==> src/rtl/hazard_ctrl.sv <==
// hazard_ctrl: scoreboard-based hazard controller for the decode stage.
// Tracks in-flight register writes from loads and multiplies with one small
// down-counter per architectural register. A decode instruction that reads a
// register whose counter is non-zero stalls fetch/decode and bubbles EX.
//
// Ports:
//   clk, reset        clock (rising edge), synchronous active-high reset
//   id_valid          decode holds a real instruction
//   id_src_reg1/2     source registers; id_uses_reg2 qualifies src2
//   id_dest_reg       destination register, id_regwrite qualifies it
//   id_memread        instruction is a load
//   id_is_mult        instruction is a multiply
//   id_is_jump        instruction is a jump
//   stall             bubble into EX (combinational)
//   pc_we, ifid_we    fetch PC / decode-stage write enables (combinational)
//   flush_if          squash the fetch slot behind an issuing jump (combinational)
//   mult_busy         some register has a multiply write pending (combinational)
//   stall_cycles      registered saturating count of stall cycles
module hazard_ctrl #(
    parameter int unsigned REG_ADDR = 5,
    parameter int unsigned CNT_W    = 4,
    parameter int unsigned LOAD_LAT = 1,
    parameter int unsigned MUL_LAT  = 4,
    parameter int unsigned PERF_W   = 16
) (
    input  logic                clk,
    input  logic                reset,
    input  logic                id_valid,
    input  logic [REG_ADDR-1:0] id_src_reg1,
    input  logic [REG_ADDR-1:0] id_src_reg2,
    input  logic                id_uses_reg2,
    input  logic [REG_ADDR-1:0] id_dest_reg,
    input  logic                id_regwrite,
    input  logic                id_memread,
    input  logic                id_is_mult,
    input  logic                id_is_jump,
    output logic                stall,
    output logic                pc_we,
    output logic                ifid_we,
    output logic                flush_if,
    output logic                mult_busy,
    output logic [PERF_W-1:0]   stall_cycles
);

    localparam int unsigned NREG = 1 << REG_ADDR;

    logic [CNT_W-1:0]  busy_cnt_q [NREG];
    logic [CNT_W-1:0]  busy_cnt_d [NREG];
    logic [NREG-1:0]   busy_mul_q;
    logic [NREG-1:0]   busy_mul_d;
    logic [PERF_W-1:0] stall_cycles_q;
    logic [PERF_W-1:0] stall_cycles_d;

    logic              haz1;
    logic              haz2;
    logic              issue;
    logic              wr_en;
    logic [CNT_W-1:0]  wr_lat;

    // Hazard detection; reset masks any stale scoreboard state in its own cycle
    always_comb begin
        haz1 = id_valid && (id_src_reg1 != '0) && (busy_cnt_q[id_src_reg1] != '0);
        haz2 = id_valid && id_uses_reg2 && (id_src_reg2 != '0)
               && (busy_cnt_q[id_src_reg2] != '0);
        stall     = !reset && (haz1 || haz2);
        pc_we     = !stall;
        ifid_we   = !stall;
        issue     = id_valid && !stall;
        flush_if  = !reset && issue && id_is_jump;
        mult_busy = !reset && (|busy_mul_q);
    end

    // Scoreboard load request: register 0 is never tracked
    always_comb begin
        wr_en  = issue && id_regwrite && (id_dest_reg != '0);
        wr_lat = '0;
        if (id_is_mult) begin
            wr_lat = CNT_W'(MUL_LAT);
        end else if (id_memread) begin
            wr_lat = CNT_W'(LOAD_LAT);
        end
    end

    // Per-register next state: decrement, then a new write overrides (youngest wins)
    for (genvar r = 0; r < NREG; r++) begin : g_reg
        logic [CNT_W-1:0] dec;
        logic             hit;

        assign dec = (busy_cnt_q[r] != '0) ? busy_cnt_q[r] - CNT_W'(1) : busy_cnt_q[r];
        assign hit = wr_en && (id_dest_reg == REG_ADDR'(r));

        assign busy_cnt_d[r] = hit ? wr_lat : dec;
        assign busy_mul_d[r] = hit ? id_is_mult : (busy_mul_q[r] && (dec != '0));
    end

    // Saturating stall-cycle counter
    always_comb begin
        stall_cycles_d = stall_cycles_q;
        if (stall && (stall_cycles_q != '1)) begin
            stall_cycles_d = stall_cycles_q + PERF_W'(1);
        end
    end

    always_ff @(posedge clk) begin
        if (reset) begin
            busy_cnt_q     <= '{default: '0};
            busy_mul_q     <= '0;
            stall_cycles_q <= '0;
        end else begin
            busy_cnt_q     <= busy_cnt_d;
            busy_mul_q     <= busy_mul_d;
            stall_cycles_q <= stall_cycles_d;
        end
    end

    assign stall_cycles = stall_cycles_q;

endmodule

==> config.mk <==
export PLATFORM = sky130hd
export DESIGN_NAME = hazard_ctrl
export DESIGN_NICKNAME = d
export VERILOG_FILES = /design/src/rtl/hazard_ctrl.sv
export SDC_FILE = /design/constraint.sdc
export NUM_CORES = 1
export LEC_CHECK = 0
export CAP_MARGIN = 20
export CORE_MARGIN = 4
export CORE_UTILIZATION = 50
export CTS_CLUSTER_DIAMETER = 150
export CTS_CLUSTER_SIZE = 40
export DETAILED_ROUTE_END_ITERATION = 10
export GPL_TIMING_DRIVEN = 0
export PLACE_DENSITY = 0.68
export SLEW_MARGIN = 30
export SYNTH_ARGS = -nofsm -noshare
export SYNTH_HDL_FRONTEND = slang
export SYNTH_SLANG_ARGS = --single-unit
==> constraint.sdc <==
create_clock -name clk -period 3.9 [get_ports clk]
set_input_delay 0.78 -clock clk [delete_from_list [all_inputs] [get_ports clk]]
set_output_delay 0.78 -clock clk [all_outputs]
set_load 0.05 [all_outputs]
==> metrics.yaml <==
post-route-period-util_pct: 98.7
area_delta_synth_final_pct: 14.2
synth_warnings: 0
clkPwrFrac_pct: 18.3
p_leak_uw: 0.00451
regArea_um2: 3520
vdd_ir_drop_max_mv: 0.395
fin_tns_setup_ns: 0
yosysTopAreaCellShare_pct: 33.2
syn_area_per_cell_um2: 8.14
max_freq_mhz: 260
ys_ff_latch: 176
critPathLaunch: "busy_cnt_q[106]$_SDFF_PP0_"
row_count: 53
final_hold_viol_count: 0
tightest_slew_ns: 0.933
drive_above_1_share_pct: 13.2
yosysSeqAreaShare_pct: 33.2
hold_buffers: 0
p_comb_share_pct: 49.7
grt_antenna_before_repair: 0
async_reset_ff_share_pct: 0
worstHoldStart: "busy_mul_q[4]$_SDFF_PP0_"
rsz0062_at_grt: "no"
syn_area_um2: 10600
status: "completed"
cts_sinks: 176
crit_path_max_incr_delay_ns: 0.81
cts_tree: "yes"
switching_power_uw: 3870
cts_buffers: 17
yosys-top-cells-count: "dfxtp_1, nor2_1, nand2_1, nor3_1, inv_1"
fin_cells: 1657
clock_skew_ns: 0.0144
dpl.cell_count: 1619
placed_cell_area_um2: 11400
grt_pass1_wl_um: 49000
vias: 10000
coreArea_um2: 21000
n_antenna_cell: 0
grt-ovfl-total: 0
yosys_most_used_dff: "dfxtp_1"
die_x_um: 154
power.total_uw: 9170
htree_num_levels: 4
power_frac_seq_pct: 31.9
place_congestion: 0.939
ioPinCount: 44
cp_common_cell: "a211oi_1"
crit_buf_inv: 2
holdPathStages: 2
num-fill-cells: 1964
max-cap-violations: 0
startpoint_type: "flip-flop"
multi_input_area_um2: 6580
port_buffers: 40
power_density_nw_per_um2: 758
worstSetupEndpointType: "primary output"
reg2reg_from: "busy_cnt_q[106]$_SDFF_PP0_"
syn-num-nets: 1359
grt_pass1_vias: 9211
worst-path-stages: 7
drt_first_iter_violations: 909
fin_crit_ns: 3.85
clk_pin_slew_ns: 0.07
swShare_pct: 42.2
die-area_um2: 23600
cp.arrival_ns: 3.07
totalWireLength_um: 30700
fin_util_pct: 57.8
setup_viol: 0
final_area_um2: 12100
fin_nets: 1425
antenna_left: 0
yosysTopAreaCell: "dfxtp_1"
clk_latency_ns: 0.45
cts-root-buf: "clkbuf_16"
drc: 0
p_int_uw: 5300
crit_required_ns: 3.12
wire_per_inst_um: 18.5
critical-path-slowest-cell: "nor4_1"
drt-vias-per-instance: 6.06
crit_fanout: 6
path_cells: "nor4_1 -> a211oi_1 -> a211oi_1 -> a221oi_4 -> buf_4 -> nor4_4 -> buf_6"
crit_type: "reg2out"
netlist_top_cells_area: "dfxtp_1, mux2_2, o31ai_1, nor2_1, nor3_1"
critPathTopFamily: "simple AND/OR/NAND/NOR gates"
worstRegToRegCells: 10
grt_max_degree: 17
dp_hpwl_um: 22400
relSlewSlack_pct: 37.2
synth_edf_count: 0
hold_class: "reg2reg"
dr.pass1.iters: 5
maxSlewViolCount: 0
synth_cell_type_count: 69
initial_core_util_pct: 50.6
yosysMostFrequentCell: "dfxtp_1"
grt_use_total_pct: 25.7
syn_inst: 1303
cts_buffer_depth: 2
die_y_um: 154
final cells by class:
cell class,instances,share of cell area [%]
clock inverters,11,0.785
repair buffers,49,3.72
flip-flops and latches,176,29.1
clock buffers,21,3.89
inverters,75,2.37
multi-input cells,977,54.3
plain buffers,73,2.99
well taps,275,2.84
cells by family after synthesis:
| kind of cell | Yosys count | share of synthesized area, % |
|---|---|---|
| AOI/OAI and AO/OA | 263 | 17.3 |
| xor gates and xnor gates | 47 | 3.88 |
| adders and majority gates | 33 | 3.89 |
| buffers and inverters | 151 | 6.08 |
| DFF | 176 | 33.2 |
| muxes | 81 | 8.86 |
| and+or+nand+nor | 552 | 26.7 |
placed cells by master, fill, tap and decap left out, types with 7 or more instances in the layout:
| cell | netlist | layout |
|---|---|---|
| dfxtp_1 | 176 | 176 |
| nor2_1 | 136 | 136 |
| nand2_1 | 103 | 103 |
| nor3_1 | 96 | 96 |
| o31ai_1 | 72 | 72 |
| inv_1 | 73 | 71 |
| mux2_2 | 57 | 57 |
| a21oi_1 | 56 | 56 |
| xnor2_1 | 47 | 47 |
| o21ai_0 | 44 | 44 |
| nand4_1 | 39 | 39 |
| and3_1 | 36 | 36 |
| ha_1 | 33 | 33 |
| clkbuf_1 | 35 | 31 |
| clkdlybuf4s50_1 | 0 | 31 |
| buf_2 | 30 | 30 |
| nor3b_1 | 30 | 28 |
| nor4_1 | 35 | 23 |
| or3_1 | 23 | 23 |
| a31oi_1 | 19 | 19 |
| a32oi_1 | 19 | 18 |
| mux2i_1 | 17 | 17 |
| clkbuf_16 | 0 | 17 |
| o22a_1 | 15 | 15 |
| nor4_2 | 3 | 13 |
| nor2b_1 | 12 | 12 |
| buf_4 | 2 | 12 |
| nand3_1 | 8 | 8 |
| or4_1 | 7 | 7 |
metrics by stage:
stage               hold slack, ns  setup WS (ns)
CTS                          0.482        0.00846
finish                       0.480         0.0507
detailed placement           0.472          -1.34
floorplan                    0.454          0.122
global placement             0.462          -1.37
global route                 0.494        0.00718
worst reg2reg max path, stage by stage, from the launching register on:
cell and delay (ns):
dfxtp_1 0.36, nor4_1 0.81, a211oi_1 0.17, a211oi_1 0.46
a221oi_4 0.17, nor2_4 0.17, buf_4 0.20, clkbuf_2 0.26
and3_1 0.25, buf_2 0.20, mux2_2 0.34
final timing paths:
| kind | slack, ns | endpoint |
|---|---|---|
| max reg2reg | 0.40 | busy_cnt_q[4]$_SDFF_PP0_ |
| min reg2reg | 0.48 | busy_mul_q[4]$_SDFF_PP0_ |
| max | 0.05 | flush_if |
| min | 0.48 | busy_mul_q[4]$_SDFF_PP0_ |
repair_timing:
| item | 4_1_cts | 5_1_grt |
|---|---|---|
| setup buffers | 6 | 1 |
| resized for setup | 50 | 12 |
| pin swaps | 4 | 3 |
| gates cloned | 1 | 1 |
| setup endpoints to repair | 5 | 5 |
per-layer routing:
| metal | wire length, um | vias to the layer above | global-route usage, % |
|---|---|---|---|
| met2 | 14600 | 300 | 42.4 |
| met3 | 1910 | 51 | 4.90 |
| met4 | 714 | 0 | 8.45 |
| met1 | 13400 | 4757 | 34.0 |
| li1 | - | 4932 | - |
| met5 | 0 | - | 0 |
power groups by stage:
stage | sequential [uW] | combinational [uW] | clock (uW)
4_1_cts | 2890 | 4510 | 1700
6_report | 2930 | 4560 | 1680
5_1_grt | 3020 | 5120 | 1760
3_5_place_dp | 2910 | 4440 | 0
3_3_place_gp | 2900 | 4350 | 0
2_1_floorplan | 2780 | 3600 | 0
registers in the layout, summed over array words and instances (netlist names):
register	cells
stall_cycles	16
busy_cnt_q	128
busy_mul_q	32
Note: power is estimated with default switching activity, not from simulation.
